===== src/rtl/conv_pkg.sv =====
// Shared types and default widths for the conv input-side streamer.
package conv_pkg;

   localparam int ADDR_W_DEF = 16;
   localparam int DIM_W_DEF  = 8;

   typedef logic signed [7:0] pixel_t;

   typedef enum logic [1:0] {
      IDLE,
      STREAM,
      DRAIN,
      FINISH
   } state_t;

   typedef struct packed {
      logic line_start;
      logic frame_start;
      logic frame_end;
      logic frame_start_dim;
      logic frame_end_dim;
   } marker_t;

endpackage


===== src/rtl/conv_stream_tx_if.sv =====
// Command, pixel-memory read and conv-input signals of conv_stream_tx; the slave modport is the block's view.
interface conv_stream_tx_if #(
   parameter int ADDR_W = conv_pkg::ADDR_W_DEF,
   parameter int DIM_W  = conv_pkg::DIM_W_DEF
) ();

   logic                 start;
   logic [DIM_W-1:0]     img_w;
   logic [DIM_W-1:0]     img_h;
   logic [DIM_W-1:0]     num_ch;
   logic [ADDR_W-1:0]    base_addr;
   logic                 pause_in;
   logic                 rd_en;
   logic [ADDR_W-1:0]    rd_addr;
   conv_pkg::pixel_t     rd_data;
   conv_pkg::pixel_t     ima;
   logic                 ena_in;
   logic                 frame_start_in;
   logic                 line_start_in;
   logic                 frame_end_in;
   logic                 frame_start_dim_in;
   logic                 frame_end_dim_in;
   logic                 busy;
   logic                 done;

   modport slave (
      input  start, img_w, img_h, num_ch, base_addr, pause_in, rd_data,
      output rd_en, rd_addr, ima, ena_in, frame_start_in, line_start_in,
             frame_end_in, frame_start_dim_in, frame_end_dim_in, busy, done
   );

   modport master (
      output start, img_w, img_h, num_ch, base_addr, pause_in, rd_data,
      input  rd_en, rd_addr, ima, ena_in, frame_start_in, line_start_in,
             frame_end_in, frame_start_dim_in, frame_end_dim_in, busy, done
   );

endinterface


===== src/rtl/conv_tx_addr_gen.sv =====
// Walks col/row/ch over the emitted frame geometry and tracks the pixel-memory address.
// `CONV_TX_ZERO_PAD_EN grows each frame by a one-pixel border that consumes no address.
module conv_tx_addr_gen
   import conv_pkg::*;
#(
   parameter int ADDR_W = ADDR_W_DEF,
   parameter int DIM_W  = DIM_W_DEF
) (
   input  logic              clk,
   input  logic              rst_n,
   input  logic              i_load,
   input  logic              i_step,
   input  logic [DIM_W-1:0]  i_img_w,
   input  logic [DIM_W-1:0]  i_img_h,
   input  logic [DIM_W-1:0]  i_num_ch,
   input  logic [ADDR_W-1:0] i_base,
   output logic [ADDR_W-1:0] o_addr,
   output logic              o_border,
   output logic              o_col0,
   output logic              o_row0,
   output logic              o_ch0,
   output logic              o_col_last,
   output logic              o_row_last,
   output logic              o_ch_last
);

   // One extra bit so a padded 255-wide frame (257 columns) still fits.
   localparam int CW = DIM_W + 1;

   logic [CW-1:0]     r_col, r_row, r_w, r_h;
   logic [DIM_W-1:0]  r_ch, r_c;
   logic [ADDR_W-1:0] r_addr;
   logic [CW-1:0]     w_w_ld, w_h_ld;

`ifdef CONV_TX_ZERO_PAD_EN
   assign w_w_ld   = {1'b0, i_img_w} + CW'(2);
   assign w_h_ld   = {1'b0, i_img_h} + CW'(2);
   assign o_border = o_col0 | o_row0 | o_col_last | o_row_last;
`else
   assign w_w_ld   = {1'b0, i_img_w};
   assign w_h_ld   = {1'b0, i_img_h};
   assign o_border = 1'b0;
`endif

   assign o_col0     = (r_col == '0);
   assign o_row0     = (r_row == '0);
   assign o_ch0      = (r_ch == '0);
   assign o_col_last = (r_col == r_w - CW'(1));
   assign o_row_last = (r_row == r_h - CW'(1));
   assign o_ch_last  = (r_ch == r_c - DIM_W'(1));
   assign o_addr     = r_addr;

   always_ff @(posedge clk) begin
      if (!rst_n) begin
         r_col  <= '0;
         r_row  <= '0;
         r_ch   <= '0;
         r_w    <= '0;
         r_h    <= '0;
         r_c    <= '0;
         r_addr <= '0;
      end else if (i_load) begin
         r_col  <= '0;
         r_row  <= '0;
         r_ch   <= '0;
         r_w    <= w_w_ld;
         r_h    <= w_h_ld;
         r_c    <= i_num_ch;
         r_addr <= i_base;
      end else if (i_step) begin
         // Interior pixels are contiguous in memory, so the address only moves on them.
         if (!o_border) r_addr <= r_addr + ADDR_W'(1);
         if (o_col_last) begin
            r_col <= '0;
            if (o_row_last) begin
               r_row <= '0;
               r_ch  <= r_ch + DIM_W'(1);
            end else begin
               r_row <= r_row + CW'(1);
            end
         end else begin
            r_col <= r_col + CW'(1);
         end
      end
   end

endmodule


===== src/rtl/conv_stream_tx.sv =====
// Streams an img_w x img_h x num_ch volume from pixel memory into the conv input with frame markers.
// Zero-pad border is enabled by defining CONV_TX_ZERO_PAD_EN.
module conv_stream_tx
   import conv_pkg::*;
#(
   parameter int ADDR_W = ADDR_W_DEF,
   parameter int DIM_W  = DIM_W_DEF
) (
   input logic             clk,
   input logic             rst_n,
   conv_stream_tx_if.slave bus
);

   state_t            r_state, w_next;
   logic              w_load, w_issue, w_zero, w_last_slot;
   logic [ADDR_W-1:0] w_addr;
   logic              w_border, w_col0, w_row0, w_ch0, w_col_last, w_row_last, w_ch_last;
   marker_t           w_mk0, r_mk1, r_mk2;
   logic [2:1]        r_vld_pipe;
   logic              r_pad1;
   pixel_t            r_ima;

   assign w_zero      = (bus.img_w == '0) || (bus.img_h == '0) || (bus.num_ch == '0);
   assign w_load      = (r_state == IDLE) && bus.start;
   assign w_issue     = (r_state == STREAM) && !bus.pause_in;
   assign w_last_slot = w_col_last && w_row_last && w_ch_last;

   conv_tx_addr_gen #(.ADDR_W(ADDR_W), .DIM_W(DIM_W)) u_addr_gen (
      .clk        (clk),
      .rst_n      (rst_n),
      .i_load     (w_load),
      .i_step     (w_issue),
      .i_img_w    (bus.img_w),
      .i_img_h    (bus.img_h),
      .i_num_ch   (bus.num_ch),
      .i_base     (bus.base_addr),
      .o_addr     (w_addr),
      .o_border   (w_border),
      .o_col0     (w_col0),
      .o_row0     (w_row0),
      .o_ch0      (w_ch0),
      .o_col_last (w_col_last),
      .o_row_last (w_row_last),
      .o_ch_last  (w_ch_last)
   );

   always_ff @(posedge clk) begin
      if (!rst_n) r_state <= IDLE;
      else        r_state <= w_next;
   end

   always_comb begin
      w_next = r_state;
      unique case (r_state)
         IDLE:    if (bus.start) w_next = w_zero ? FINISH : STREAM;
         STREAM:  if (w_issue && w_last_slot) w_next = DRAIN;
         DRAIN:   if (r_vld_pipe[2] && r_mk2.frame_end_dim) w_next = FINISH;
         FINISH:  w_next = IDLE;
         default: w_next = IDLE;
      endcase
   end

   always_comb begin
      w_mk0                 = '0;
      w_mk0.line_start      = w_col0;
      w_mk0.frame_start     = w_col0 && w_row0;
      w_mk0.frame_end       = w_col_last && w_row_last;
      w_mk0.frame_start_dim = w_col0 && w_row0 && w_ch0;
      w_mk0.frame_end_dim   = w_last_slot;
   end

   // Stage 1 waits out the memory latency; stage 2 registers rd_data (or a zero border) as ima.
   always_ff @(posedge clk) begin
      if (!rst_n) begin
         r_vld_pipe <= '0;
         r_mk1      <= '0;
         r_mk2      <= '0;
         r_pad1     <= 1'b0;
         r_ima      <= '0;
      end else begin
         r_vld_pipe[1] <= w_issue;
         r_mk1         <= w_issue ? w_mk0 : '0;
         r_pad1        <= w_issue && w_border;
         r_vld_pipe[2] <= r_vld_pipe[1];
         r_mk2         <= r_mk1;
         r_ima         <= (r_vld_pipe[1] && !r_pad1) ? bus.rd_data : '0;
      end
   end

   assign bus.rd_en              = w_issue && !w_border;
   assign bus.rd_addr            = w_addr;
   assign bus.ena_in             = r_vld_pipe[2];
   assign bus.ima                = r_ima;
   assign bus.line_start_in      = r_mk2.line_start;
   assign bus.frame_start_in     = r_mk2.frame_start;
   assign bus.frame_end_in       = r_mk2.frame_end;
   assign bus.frame_start_dim_in = r_mk2.frame_start_dim;
   assign bus.frame_end_dim_in   = r_mk2.frame_end_dim;
   assign bus.busy               = (r_state != IDLE);
   assign bus.done               = (r_state == FINISH);

endmodule


===== src/flat_wrapper.sv =====
// flat-port wrapper written by rule: the top's interface ports become plain ports
module conv_stream_tx_flat import conv_pkg::*;
#(
   parameter int ADDR_W = ADDR_W_DEF,
   parameter int DIM_W  = DIM_W_DEF
)
  (clk, rst_n, bus_start, bus_img_w, bus_img_h, bus_num_ch, bus_base_addr, bus_pause_in, bus_rd_data, bus_rd_en, bus_rd_addr, bus_ima, bus_ena_in, bus_frame_start_in, bus_line_start_in, bus_frame_end_in, bus_frame_start_dim_in, bus_frame_end_dim_in, bus_busy, bus_done);
  conv_stream_tx_if #(.ADDR_W(ADDR_W), .DIM_W(DIM_W)) bus_i ();
  input logic clk;
  input logic rst_n;
  input wire logic [$bits(bus_i.start)-1:0] bus_start;
  input wire logic [$bits(bus_i.img_w)-1:0] bus_img_w;
  input wire logic [$bits(bus_i.img_h)-1:0] bus_img_h;
  input wire logic [$bits(bus_i.num_ch)-1:0] bus_num_ch;
  input wire logic [$bits(bus_i.base_addr)-1:0] bus_base_addr;
  input wire logic [$bits(bus_i.pause_in)-1:0] bus_pause_in;
  input wire logic [$bits(bus_i.rd_data)-1:0] bus_rd_data;
  output wire logic [$bits(bus_i.rd_en)-1:0] bus_rd_en;
  output wire logic [$bits(bus_i.rd_addr)-1:0] bus_rd_addr;
  output wire logic [$bits(bus_i.ima)-1:0] bus_ima;
  output wire logic [$bits(bus_i.ena_in)-1:0] bus_ena_in;
  output wire logic [$bits(bus_i.frame_start_in)-1:0] bus_frame_start_in;
  output wire logic [$bits(bus_i.line_start_in)-1:0] bus_line_start_in;
  output wire logic [$bits(bus_i.frame_end_in)-1:0] bus_frame_end_in;
  output wire logic [$bits(bus_i.frame_start_dim_in)-1:0] bus_frame_start_dim_in;
  output wire logic [$bits(bus_i.frame_end_dim_in)-1:0] bus_frame_end_dim_in;
  output wire logic [$bits(bus_i.busy)-1:0] bus_busy;
  output wire logic [$bits(bus_i.done)-1:0] bus_done;
  assign bus_i.start = bus_start;
  assign bus_i.img_w = bus_img_w;
  assign bus_i.img_h = bus_img_h;
  assign bus_i.num_ch = bus_num_ch;
  assign bus_i.base_addr = bus_base_addr;
  assign bus_i.pause_in = bus_pause_in;
  assign bus_i.rd_data = bus_rd_data;
  assign bus_rd_en = bus_i.rd_en;
  assign bus_rd_addr = bus_i.rd_addr;
  assign bus_ima = bus_i.ima;
  assign bus_ena_in = bus_i.ena_in;
  assign bus_frame_start_in = bus_i.frame_start_in;
  assign bus_line_start_in = bus_i.line_start_in;
  assign bus_frame_end_in = bus_i.frame_end_in;
  assign bus_frame_start_dim_in = bus_i.frame_start_dim_in;
  assign bus_frame_end_dim_in = bus_i.frame_end_dim_in;
  assign bus_busy = bus_i.busy;
  assign bus_done = bus_i.done;
  conv_stream_tx #(.ADDR_W(ADDR_W), .DIM_W(DIM_W)) u_core (.clk(clk), .rst_n(rst_n), .bus(bus_i));
endmodule

===== config.mk =====
export PLATFORM = sky130hd
export DESIGN_NAME = conv_stream_tx_flat
export DESIGN_NICKNAME = d
export VERILOG_FILES = /design/src/rtl/conv_pkg.sv /design/src/rtl/conv_stream_tx_if.sv /design/src/rtl/conv_tx_addr_gen.sv /design/src/rtl/conv_stream_tx.sv /design/src/flat_wrapper.sv
export SDC_FILE = /design/constraint.sdc
export NUM_CORES = 1
export LEC_CHECK = 0
export ABC_AREA = 1
export ABC_CLOCK_PERIOD_IN_PS = 3030
export CELL_PAD_IN_SITES_DETAIL_PLACEMENT = 0
export CELL_PAD_IN_SITES_GLOBAL_PLACEMENT = 1
export CORE_MARGIN = 2
export CORE_UTILIZATION = 35
export DETAILED_ROUTE_END_ITERATION = 8
export PLACE_DENSITY_LB_ADDON = 0.1
export SKIP_CTS_REPAIR_TIMING = 1
export SYNTH_ARGS = -nofsm -noshare
export SYNTH_HDL_FRONTEND = slang
export SYNTH_SLANG_ARGS = --single-unit

===== constraint.sdc =====
create_clock -name clk -period 3.03 [get_ports clk]
set_input_delay 0.7575 -clock clk [delete_from_list [all_inputs] [get_ports clk]]
set_output_delay 0.7575 -clock clk [all_outputs]
set_load 0.01 [all_outputs]

After elaboration in Yosys (flattened, before gate mapping)
Index checks and enable logic that the tools add are counted.
- add/subtract/negate cells: 7
- reductions and logical operators: 26
- bitwise gates (word level): 1
- eq/ne operators: 9
- multiplexer cells: 9
- operators with widths (cell ; count):
    $logic_not 8->1 ; 4
    $mux 16 ; 2
    $add 9x1->9 const B ; 2
    $eq 9x9->1 ; 2
    $logic_not 9->1 ; 2
    $mux 9 ; 2
    $sub 8x1->9 const B ; 2
    $add 16x1->16 const B ; 1
    $add 8x1->8 const B ; 1
    $eq 8x8->1 ; 1
    $logic_and 1x1->1 ; 8
    $mux 2 ; 4
    $pmux 2 s4 ; 1
    $sub 8x1->8 const B ; 1
    $reduce_and 2->1 ; 3
    $reduce_and 3->1 ; 2
    $eq 2x2->1 const B ; 2
    $ne 2x2->1 const B ; 2
    $reduce_bool 2->1 ; 2
    $eq 2x1->1 const B ; 1
    $logic_not 2->1 ; 1
    $logic_or 1x1->1 ; 2
    $ne 2x1->1 const B ; 1
    $reduce_or 2->1 ; 1
    2 further kinds ; 2
- input port bits: 52
- logic and storage cells: 72
- flip-flop bits (word level): 88
- output and inout bits: 33

Longest topological paths before layout
Gate-level depths: netlist (run 1).
- word-level depth: 7
- gate-level depth with buffers: 18
- mapped depth without buffers: 18

Cells and area by module
From an unflattened synthesis (run 1), not the netlist that was laid out.
- cell total of the unflattened synthesis: 768
- area total of the unflattened synthesis: 5129.9 um2
- modules (own cells, without submodules) (module ; area an instance (um2) ; instances ; seq. area each (um2) ; cells an instance):
    conv_tx_addr_gen ; 4195.3 ; 1 ; 1321.3 ; 647
    conv_stream_tx ; 934.6 ; 1 ; 460.4 ; 121

Worst setup path before layout (run 1)
Ideal clock, no wire load.
- path type: input -> register
- start: in bus_start
- end: reg u_core.u_addr_gen.r_addr[15] (netlist: u_core.u_addr_gen.o_addr[15])
- slack: 1088 ps
- arrival time: 1820 ps
- buffers on the path: 1
- data required time: 2908 ps
- stages on the path: 7
- setup time: 122 ps
- path through: nand2_1 -> inv_2 -> nor2_1 -> inv_1 -> buf_2 -> o211ai_1 -> a21oi_1
- word-level cells in the longest chain between the ends: 2
- elaborated cells on any way between the ends: 3
- classes of those cells: mux: 1; reduce/logical: 2
- ends and longest elaborated chain (what ; line ; source):
    from (decl) ; flat_wrapper.sv:11 ; input wire logic [$bits(bus_i.start)-1:0] bus_start;
    $logic_and 1x1->1 (*) ; conv_stream_tx.sv:24 ; assign w_load = (r_state == IDLE) && bus.start;
    $mux 16 / $reduce_bool 2->1 (equally long branches) ; -- ;
    to (signal assigned) ; conv_tx_addr_gen.sv:69 ; r_addr <= i_base;
    to (signal assigned) ; conv_tx_addr_gen.sv:72 ; if (!o_border) r_addr <= r_addr + ADDR_W'(1);
    to (decl) ; conv_tx_addr_gen.sv:32 ; logic [ADDR_W-1:0] r_addr;
Mark *: on every way between the ends. The rest lies on a longest branch, timed or not.
A chain may end at the register's enable or synchronous reset.

Final worst setup path (run 1)
- start: in bus_pause_in
- end: out bus_rd_en
- word-level cells in the longest chain between the ends: 2
- ends and longest elaborated chain (what ; line ; source):
    from (decl) ; flat_wrapper.sv:16 ; input wire logic [$bits(bus_i.pause_in)-1:0] bus_pause_in;
    $logic_not 1->1 ; conv_stream_tx.sv:25 ; assign w_issue = (r_state == STREAM) && !bus.pause_in;
    $logic_and 1x1->1 ; conv_stream_tx.sv:25 ;
    to (decl) ; flat_wrapper.sv:18 ; output wire logic [$bits(bus_i.rd_en)-1:0] bus_rd_en;
No other way between the ends.

==> impl_table.tex, run 1 <==
\begin{tabular}{lr}
\hline
Metric & Value \\
\hline
\multicolumn{2}{l}{\textbf{Cells and area}} \\
Final net count & 869 \\
Final standard cell utilization of the core & 45.6\% \\
FF/Latch Area & 0.00176 sq mm \\
Area grow syn2layout & 28.2\% \\
Antenna diodes & 0 \\
Layout fillers & 1,473 \\
Proportion of layout cells with a drive suffix above 1 & 7.19\% \\
Final instance area & 0.00628 sq mm \\
Area of the multi-input gates & 0.00268 sq mm \\
\multicolumn{2}{l}{\textbf{Die}} \\
Initial standard-cell utilization of the core & 35.5\% \\
Site row count & 43 \\
Area enclosed by the die boundary & 0.0150 sq mm \\
Die span in y & 122 microns \\
Core box area & 0.0138 sq mm \\
Number of I/O pins & 85 \\
Horizontal die dimension & 122 microns \\
\multicolumn{2}{l}{\textbf{Clock tree}} \\
Number of CTS-inserted buffers & 9 \\
Clock Path Buffers & 2 \\
Num Clock Sinks & 88 \\
Clock latency reported for the late side of the worst-skew pair & 350 ps \\
Clock input transition at the sequential cells of the worst setup and hold paths & 70 ps \\
Root Buffer Master & sky130\_fd\_sc\_hd\_\_clkbuf\_16 \\
TritonCTS clock tree & done \\
Number of H-tree levels & 3 \\
\multicolumn{2}{l}{\textbf{Detailed routing}} \\
Avg Vias per Cell & 4.79 \\
DRT Wirelength & 13,400 microns \\
Pre-antenna DRT Iters & 4 \\
DRC violation count after routing & 0 \\
Antenna violation net count after detailed routing & 0 \\
Average wire per cell in the routed design & 13.5 microns \\
Vias after detailed routing & 4,727 \\
Initial DRC Count & 283 \\
\multicolumn{2}{l}{\textbf{Critical path}} \\
Critical Path Source Type & primary input \\
FF-to-FF path depth & 14 \\
Required time of the worst setup path & 2270 ps \\
Crit Path Category & primary input to primary output \\
Critical Path Sink Type & primary output \\
Critical path arrival & 1920 ps \\
CP max FO & 2 \\
\multicolumn{2}{l}{\textbf{Timing}} \\
Post-layout min period & 2680 ps \\
Number of hold-slack violations in the final timing report & 0 \\
Worst Tran Pin Value & 587 ps \\
Final Worst Setup Slack & 352 ps \\
Final setup skew & 10.7 ps \\
Achievable Freq & 0.373 GHz \\
Max-slew headroom & 60.9\% \\
Setup violators final & 0 \\
Setup TNS & 0 ps \\
Post-route fraction of the period consumed by the critical path & 88.4\% \\
Unrepaired setup endpoints after global routing & false \\
Final slew viol count & 0 \\
Final worst hold slack & 416 ps \\
\multicolumn{2}{l}{\textbf{Logic synthesis}} \\
Proportion of register bits with asynchronous set or reset after synthesis & 0\% \\
Most frequently used flop master after synthesis & sky130\_fd\_sc\_hd\_\_dfxtp\_1 \\
Count of flip-flops with a built-in enable after synthesis & 0 \\
Syn avg cell area & 6.83 sq um \\
Area share of the largest cell type after synthesis & 36.0\% \\
Cell Area, Synth & 0.00490 sq mm \\
Yosys warnings & 0 \\
Post-synthesis cell count & 717 \\
Register area share after synthesis & 36.0\% \\
Library cell occupying the most area in the post-synthesis netlist & sky130\_fd\_sc\_hd\_\_dfxtp\_1 \\
Synthesized netlist net count & 784 \\
Most numerous cell types in the synthesized netlist & sky130\_fd\_sc\_hd\_\_nand2\_1, sky130\_fd\_sc\_hd\_\_nor2\_1, sky130\_fd\_sc\_hd\_\_dfxtp\_1, sky130\_fd\_sc\_hd\_\_inv\_1, sky130\_fd\_sc\_hd\_\_o21ai\_0 \\
Leading cell type by number of instances after synthesis & sky130\_fd\_sc\_hd\_\_nand2\_1 \\
Count of different cell masters after synthesis & 42 \\
Largest cells by area after synthesis & sky130\_fd\_sc\_hd\_\_dfxtp\_1, sky130\_fd\_sc\_hd\_\_nand2\_1, sky130\_fd\_sc\_hd\_\_nor2\_1, sky130\_fd\_sc\_hd\_\_inv\_1, sky130\_fd\_sc\_hd\_\_o21ai\_0 \\
Flip-flop and latch count after synthesis & 88 \\
\multicolumn{2}{l}{\textbf{GRT}} \\
Maximum number of pins on one net before global-route repair & 62 \\
Global-route wire length before repair & 22,700 microns \\
Overflow left after global routing & 0 \\
Initial antenna violation count & 0 \\
Aggregate global-route resource usage & 19.1\% \\
Via count of the first global-routing pass & 4,732 \\
\multicolumn{2}{l}{\textbf{Outcome}} \\
Outcome & finished, final reports clean \\
\multicolumn{2}{l}{\textbf{Place}} \\
Global placement routability congestion & 0.849 \\
Detail Placement HPWL & 10,000 microns \\
Placed inst area & 0.00593 sq mm \\
Count of input and output buffers & 84 \\
Worst slack, placed & 339 ps \\
\multicolumn{2}{l}{\textbf{Pwr}} \\
Power per unit of standard cell area & 737 mW/mm\^{}2 \\
Peak supply drop & 0.284 mV \\
Leakage & 2.67 nW \\
\multicolumn{2}{l}{\textbf{Hold path}} \\
Worst hold path depth & 2 \\
Classification of the worst-slack hold path & flip-flop to flip-flop \\
\multicolumn{2}{l}{\textbf{Flow run}} \\
Max-capacitance violation count & 0 \\
\hline
\end{tabular}
where the power goes:
group,switching [mW],total [mW],internal [mW]
Clock,0.514,1.33,0.815
Sequential,0.172,1.50,1.33
Combinational,1.08,1.79,0.713
Total,1.76,4.62,2.86
worst max-delay path, stage by stage:
cell and delay (ps):
sky130_fd_sc_hd__clkdlybuf4s50_1 460, sky130_fd_sc_hd__nor2_4 150, sky130_fd_sc_hd__clkdlybuf4s50_1 550
logic make-up after synthesis:
| family | after synthesis | share of synthesized area [%] |
|---|---|---|
| AO/OA/AOI/OAI | 109 | 11.8 |
| XOR/XNOR | 32 | 6.01 |
| adder cells (fa/ha/maj) | 15 | 3.83 |
| buffers and inverters | 115 | 9.30 |
| flip-flops | 88 | 36.0 |
| AND/OR/NAND/NOR | 358 | 33.1 |
state kept, by name, indices dropped and copies added, names as in the netlist, 2 cells and up:
signal / count
u_core.u_addr_gen.r_row: 9
u_core.u_addr_gen.r_ch: 8
u_core.r_mk1: 5
u_core.u_addr_gen.r_w: 8
u_core.bus.ima: 8
u_core.u_addr_gen.r_c: 8
u_core.u_addr_gen.r_col: 9
u_core.r_vld_pipe: 2
u_core.u_addr_gen.o_addr: 16
u_core.u_addr_gen.r_h: 8
u_core.r_state: 2
cell usage in the layout (no fill, tap or decap), types with 3 or more instances in the layout:
master	count
sky130_fd_sc_hd__nand2_2	3
sky130_fd_sc_hd__ha_1	15
sky130_fd_sc_hd__a31oi_1	10
sky130_fd_sc_hd__buf_4	6
sky130_fd_sc_hd__nand2_1	159
sky130_fd_sc_hd__xnor2_1	10
sky130_fd_sc_hd__clkbuf_16	9
sky130_fd_sc_hd__nor2_1	93
sky130_fd_sc_hd__nand3_1	44
sky130_fd_sc_hd__o21ai_0	51
sky130_fd_sc_hd__nor2_4	3
sky130_fd_sc_hd__nor4_1	8
sky130_fd_sc_hd__a21oi_1	37
sky130_fd_sc_hd__xor2_1	21
sky130_fd_sc_hd__inv_1	88
sky130_fd_sc_hd__o21ai_1	4
sky130_fd_sc_hd__nand4_1	10
sky130_fd_sc_hd__clkdlybuf4s50_1	84
sky130_fd_sc_hd__inv_2	11
sky130_fd_sc_hd__dfxtp_1	88
sky130_fd_sc_hd__bufinv_16	3
sky130_fd_sc_hd__nor3_1	17
sky130_fd_sc_hd__nand3_2	3
sky130_fd_sc_hd__nor2_2	7
metrics by stage:
stage                     power [mW]  cells
final                           4.62    987
after global routing            4.97    987
after floorplan                 2.73    717
after detailed placement        3.32    971
after CTS                       4.67    987
after global placement          3.30    971
layer usage:
metal	vias up	global-route usage [%]	wire, microns
li1	2472	-	-
met1	2133	24.7	6400
met2	110	31.9	6130
met3	12	4.51	701
met4	0	5.46	128
met5	-	0	0
final cells by class:
| class | instances | area share, % |
|---|---|---|
| inverters | 99 | 5.92 |
| repair buffers | 90 | 14.1 |
| well taps | 180 | 3.59 |
| flip-flops and latches | 88 | 28.1 |
| clock buffers | 9 | 3.59 |
| multi-input cells | 514 | 42.7 |
| clock inverters | 7 | 1.99 |
worst paths after layout:
path	slack (ps)	startpoint	end
max	350	bus_pause_in	bus_rd_en
min	420	u_core.r_mk1[3]	u_core.bus.frame_start_in
max reg2reg	780	u_core.u_addr_gen.r_w[0]	u_core.u_addr_gen.r_ch[5]
min reg2reg	420	u_core.r_mk1[3]	u_core.bus.frame_start_in
No activity file was read; power rests on OpenSTA's default activity.
==> run 2: changes to the inputs <==
--- a/config.mk
+++ b/config.mk
@@ -5,7 +5,7 @@
 export SDC_FILE = /design/constraint.sdc
 export NUM_CORES = 1
 export LEC_CHECK = 0
-export ABC_AREA = 1
+export ABC_AREA = 0
 export ABC_CLOCK_PERIOD_IN_PS = 3030
 export CELL_PAD_IN_SITES_DETAIL_PLACEMENT = 0
 export CELL_PAD_IN_SITES_GLOBAL_PLACEMENT = 1
==> impl_table.tex, run 2 <==
\begin{tabular}{lr}
\hline
Metric & Value \\
\hline
\multicolumn{2}{l}{\textbf{Outcome}} \\
Outcome & finished, final reports clean \\
\multicolumn{2}{l}{\textbf{Die}} \\
Initial standard-cell utilization of the core & 36.1\% \\
Die span in y & 118 microns \\
Horizontal die dimension & 118 microns \\
Core box area & 0.0127 sq mm \\
Area enclosed by the die boundary & 0.0140 sq mm \\
Number of I/O pins & 85 \\
Site row count & 41 \\
\multicolumn{2}{l}{\textbf{Pwr}} \\
Peak supply drop & 0.263 mV \\
Power per unit of standard cell area & 622 mW/mm\^{}2 \\
Total power consumption of the routed design & 3.71 mW \\
Leakage & 2.23 nW \\
\multicolumn{2}{l}{\textbf{Timing}} \\
Number of hold-slack violations in the final timing report & 0 \\
Final setup skew & 5.78 ps \\
Setup violators final & 0 \\
Post-route fraction of the period consumed by the critical path & 93.5\% \\
Post-layout min period & 2830 ps \\
Setup TNS & 0 ps \\
Achievable Freq & 0.353 GHz \\
Worst Tran Pin Value & 657 ps \\
Max-slew headroom & 55.8\% \\
Final slew viol count & 0 \\
Final worst hold slack & 430 ps \\
Unrepaired setup endpoints after global routing & false \\
\multicolumn{2}{l}{\textbf{Cells and area}} \\
Area of the multi-input gates & 0.00263 sq mm \\
Proportion of layout cells with a drive suffix above 1 & 7.47\% \\
Most frequent cells in the layout & sky130\_fd\_sc\_hd\_\_dfxtp\_1, sky130\_fd\_sc\_hd\_\_clkdlybuf4s50\_1, sky130\_fd\_sc\_hd\_\_nand2\_1 \\
Antenna diodes & 0 \\
Layout fillers & 1,315 \\
Number of flip-flops under the largest register name & 16 \\
Final standard cell utilization of the core & 47.1\% \\
Leading cell type in the layout, fill and taps excluded & sky130\_fd\_sc\_hd\_\_dfxtp\_1 \\
Final net count & 719 \\
Area grow syn2layout & 30.6\% \\
FF/Latch Area & 0.00176 sq mm \\
Final instance area & 0.00597 sq mm \\
\multicolumn{2}{l}{\textbf{Clock tree}} \\
Number of CTS-inserted buffers & 9 \\
Clock Path Buffers & 2 \\
Num Clock Sinks & 88 \\
Clock latency reported for the late side of the worst-skew pair & 350 ps \\
TritonCTS clock tree & done \\
Clock input transition at the sequential cells of the worst setup and hold paths & 60 ps \\
Number of H-tree levels & 3 \\
Root Buffer Master & sky130\_fd\_sc\_hd\_\_clkbuf\_16 \\
\multicolumn{2}{l}{\textbf{Place}} \\
Placed inst area & 0.00566 sq mm \\
Count of input and output buffers & 84 \\
Global placement routability congestion & 0.808 \\
Detail Placement HPWL & 9200 microns \\
\multicolumn{2}{l}{\textbf{Logic synthesis}} \\
Area share of the largest cell type after synthesis & 38.6\% \\
Most numerous cell types in the synthesized netlist & sky130\_fd\_sc\_hd\_\_dfxtp\_1, sky130\_fd\_sc\_hd\_\_nand2\_1, sky130\_fd\_sc\_hd\_\_nor2\_1, sky130\_fd\_sc\_hd\_\_a21oi\_1, sky130\_fd\_sc\_hd\_\_inv\_1 \\
Synthesized netlist net count & 632 \\
Leading cell type by number of instances after synthesis & sky130\_fd\_sc\_hd\_\_dfxtp\_1 \\
Most frequently used flop master after synthesis & sky130\_fd\_sc\_hd\_\_dfxtp\_1 \\
Flip-flop and latch count after synthesis & 88 \\
Yosys warnings & 0 \\
Syn avg cell area & 8.09 sq um \\
Count of different cell masters after synthesis & 58 \\
Count of flip-flops with a built-in enable after synthesis & 0 \\
Largest cells by area after synthesis & sky130\_fd\_sc\_hd\_\_dfxtp\_1, sky130\_fd\_sc\_hd\_\_nand2\_1, sky130\_fd\_sc\_hd\_\_a21oi\_1, sky130\_fd\_sc\_hd\_\_xor2\_1, sky130\_fd\_sc\_hd\_\_xnor2\_1 \\
Proportion of register bits with asynchronous set or reset after synthesis & 0\% \\
Register area share after synthesis & 38.6\% \\
Post-synthesis cell count & 565 \\
Library cell occupying the most area in the post-synthesis netlist & sky130\_fd\_sc\_hd\_\_dfxtp\_1 \\
Cell Area, Synth & 0.00457 sq mm \\
\multicolumn{2}{l}{\textbf{Critical path}} \\
CP max FO & 5 \\
Worst Setup EP & u\_core.u\_addr\_gen.r\_ch[3] \\
Family of cells with the greatest summed delay on the critical path & simple AND/OR/NAND/NOR gates \\
Beginning of the critical path & u\_core.u\_addr\_gen.r\_h[1] \\
Slowest cell on the critical path & sky130\_fd\_sc\_hd\_\_or4\_4 \\
Crit Path Category & flip-flop to flip-flop \\
FF-to-FF path depth & 9 \\
Endpoint of the worst-slack reg-to-reg timing path & u\_core.u\_addr\_gen.r\_ch[3] \\
Required time of the worst setup path & 3310 ps \\
Register-to-register path setup slack & 200 ps \\
Critical path arrival & 3110 ps \\
Path length in cells of the critical path & 9 \\
Slowest Stage Delay on Critical Path & 530 ps \\
Cell breakdown of the critical path & inv\_1 > ha\_1 > or4b\_4 > o41ai\_2 > nand4\_1 > a311o\_1 > or4\_4 > or3\_1 > a21oi\_1 \\
Worst path bufs/invs & 1 \\
Critical Path Source Type & flip-flop \\
Critical Path Sink Type & flip-flop \\
Reg-to-reg startpoint & u\_core.u\_addr\_gen.r\_h[1] \\
\multicolumn{2}{l}{\textbf{Detailed routing}} \\
DRC violation count after routing & 0 \\
Antenna violation net count after detailed routing & 0 \\
Pre-antenna DRT Iters & 4 \\
Initial DRC Count & 151 \\
DRT Wirelength & 12,100 microns \\
Average wire per cell in the routed design & 14.6 microns \\
Vias after detailed routing & 4,174 \\
Avg Vias per Cell & 5.04 \\
\multicolumn{2}{l}{\textbf{GRT}} \\
Global-route wire length before repair & 20,200 microns \\
Aggregate global-route resource usage & 17.9\% \\
Maximum number of pins on one net before global-route repair & 38 \\
Overflow left after global routing & 0 \\
Via count of the first global-routing pass & 4,077 \\
Initial antenna violation count & 0 \\
\multicolumn{2}{l}{\textbf{Flow run}} \\
Max-capacitance violation count & 0 \\
\multicolumn{2}{l}{\textbf{Hold path}} \\
Classification of the worst-slack hold path & flip-flop to flip-flop \\
\hline
\end{tabular}
==> run 2: changes by cell type in the layout (fill, tap and decap cells not counted), sizes merged, moves of 10 or more <==
cell	previous run	this run
a211oi	1	11
inv	101	25
buf	6	17
a31oi	10	0
xnor2	10	22
nor2	103	48
o21ai	55	12
nand3	47	18
nand2	164	85
and3	0	20
==> run 2: cells by family (layout without fill, tap and decap cells) <==
| logic type | count (synthesis) | count (layout) | synth area share [%] |
|---|---|---|---|
| and+or+nand+nor | 267 | 267 | 30.0 |
| AOI/OAI and AO/OA | 93 | 93 | 13.2 |
| DFF | 88 | 88 | 38.6 |
| buffers and inverters | 51 | 142 | 4.22 |
| xor gates and xnor gates | 45 | 45 | 8.63 |
| adders and majority gates | 15 | 15 | 4.11 |
| muxes | 6 | 6 | 1.31 |
==> run 2: stage by stage <==
step,cells,setup WS [ps]
after floorplan,565,195
after global placement,813,112
after detailed placement,813,50.8
after CTS,828,90.8
after global routing,828,27.6
final,828,197
==> run 2: power breakdown <==
part	switching (mW)	internal (mW)	leakage, nW
Combinational	0.595	0.541	1.38
Clock	0.472	0.655	0.137
Sequential	0.164	1.29	0.717
==> run 2: worst min-delay path by stage <==
| stage | depth (start not counted) | endpoint | slack [ps] | start |
|---|---|---|---|---|
| 2_1_floorplan | 1 | u_core.bus.frame_end_dim_in | 410 | u_core.r_mk1[0] |
| 3_3_place_gp | 1 | u_core.bus.line_start_in | 420 | u_core.r_mk1[4] |
| 3_5_place_dp | 1 | u_core.bus.frame_start_dim_in | 420 | u_core.r_mk1[1] |
| 4_1_cts | 1 | u_core.bus.line_start_in | 430 | u_core.r_mk1[4] |
| 5_1_grt | 1 | u_core.bus.frame_start_dim_in | 450 | u_core.r_mk1[1] |
| 6_report | 1 | u_core.bus.line_start_in | 430 | u_core.r_mk1[4] |
==> run 2: layout make-up <==
cell class | count | area share [%]
Clock buffer | 10 | 4.01
Inverter | 26 | 1.64
Clock inverter | 5 | 0.965
Timing Repair Buffer | 101 | 16.2
Tap cell | 172 | 3.61
Sequential cell | 88 | 29.5
Multi-Input combinational cell | 426 | 44.0
==> run 2: worst register-to-register path: cells and delay by family (launching register included) <==
kind | cells | cell delay (ps)
buf+inv | 1 | 50
fa+ha+maj | 1 | 170
flops | 1 | 320
compound gates | 3 | 710
simple gates | 4 | 1510
==> run 2: metal layers <==
metal | part of all wire (%) | track usage [%]
met1 | 49 | 23.6
met2 | 46 | 28.8
met3 | 4.0 | 3.86
met4 | 1.6 | 6.40
met5 | 0 | 0
==> run 3: changes to the inputs <==
--- a/config.mk
+++ b/config.mk
@@ -7,6 +7,7 @@
 export LEC_CHECK = 0
 export ABC_AREA = 0
 export ABC_CLOCK_PERIOD_IN_PS = 3030
+export CAP_MARGIN = 20
 export CELL_PAD_IN_SITES_DETAIL_PLACEMENT = 0
 export CELL_PAD_IN_SITES_GLOBAL_PLACEMENT = 1
 export CORE_MARGIN = 2
==> results of run 3 <==
No change in the layout: final DEF, timing and power equal those of run 2.
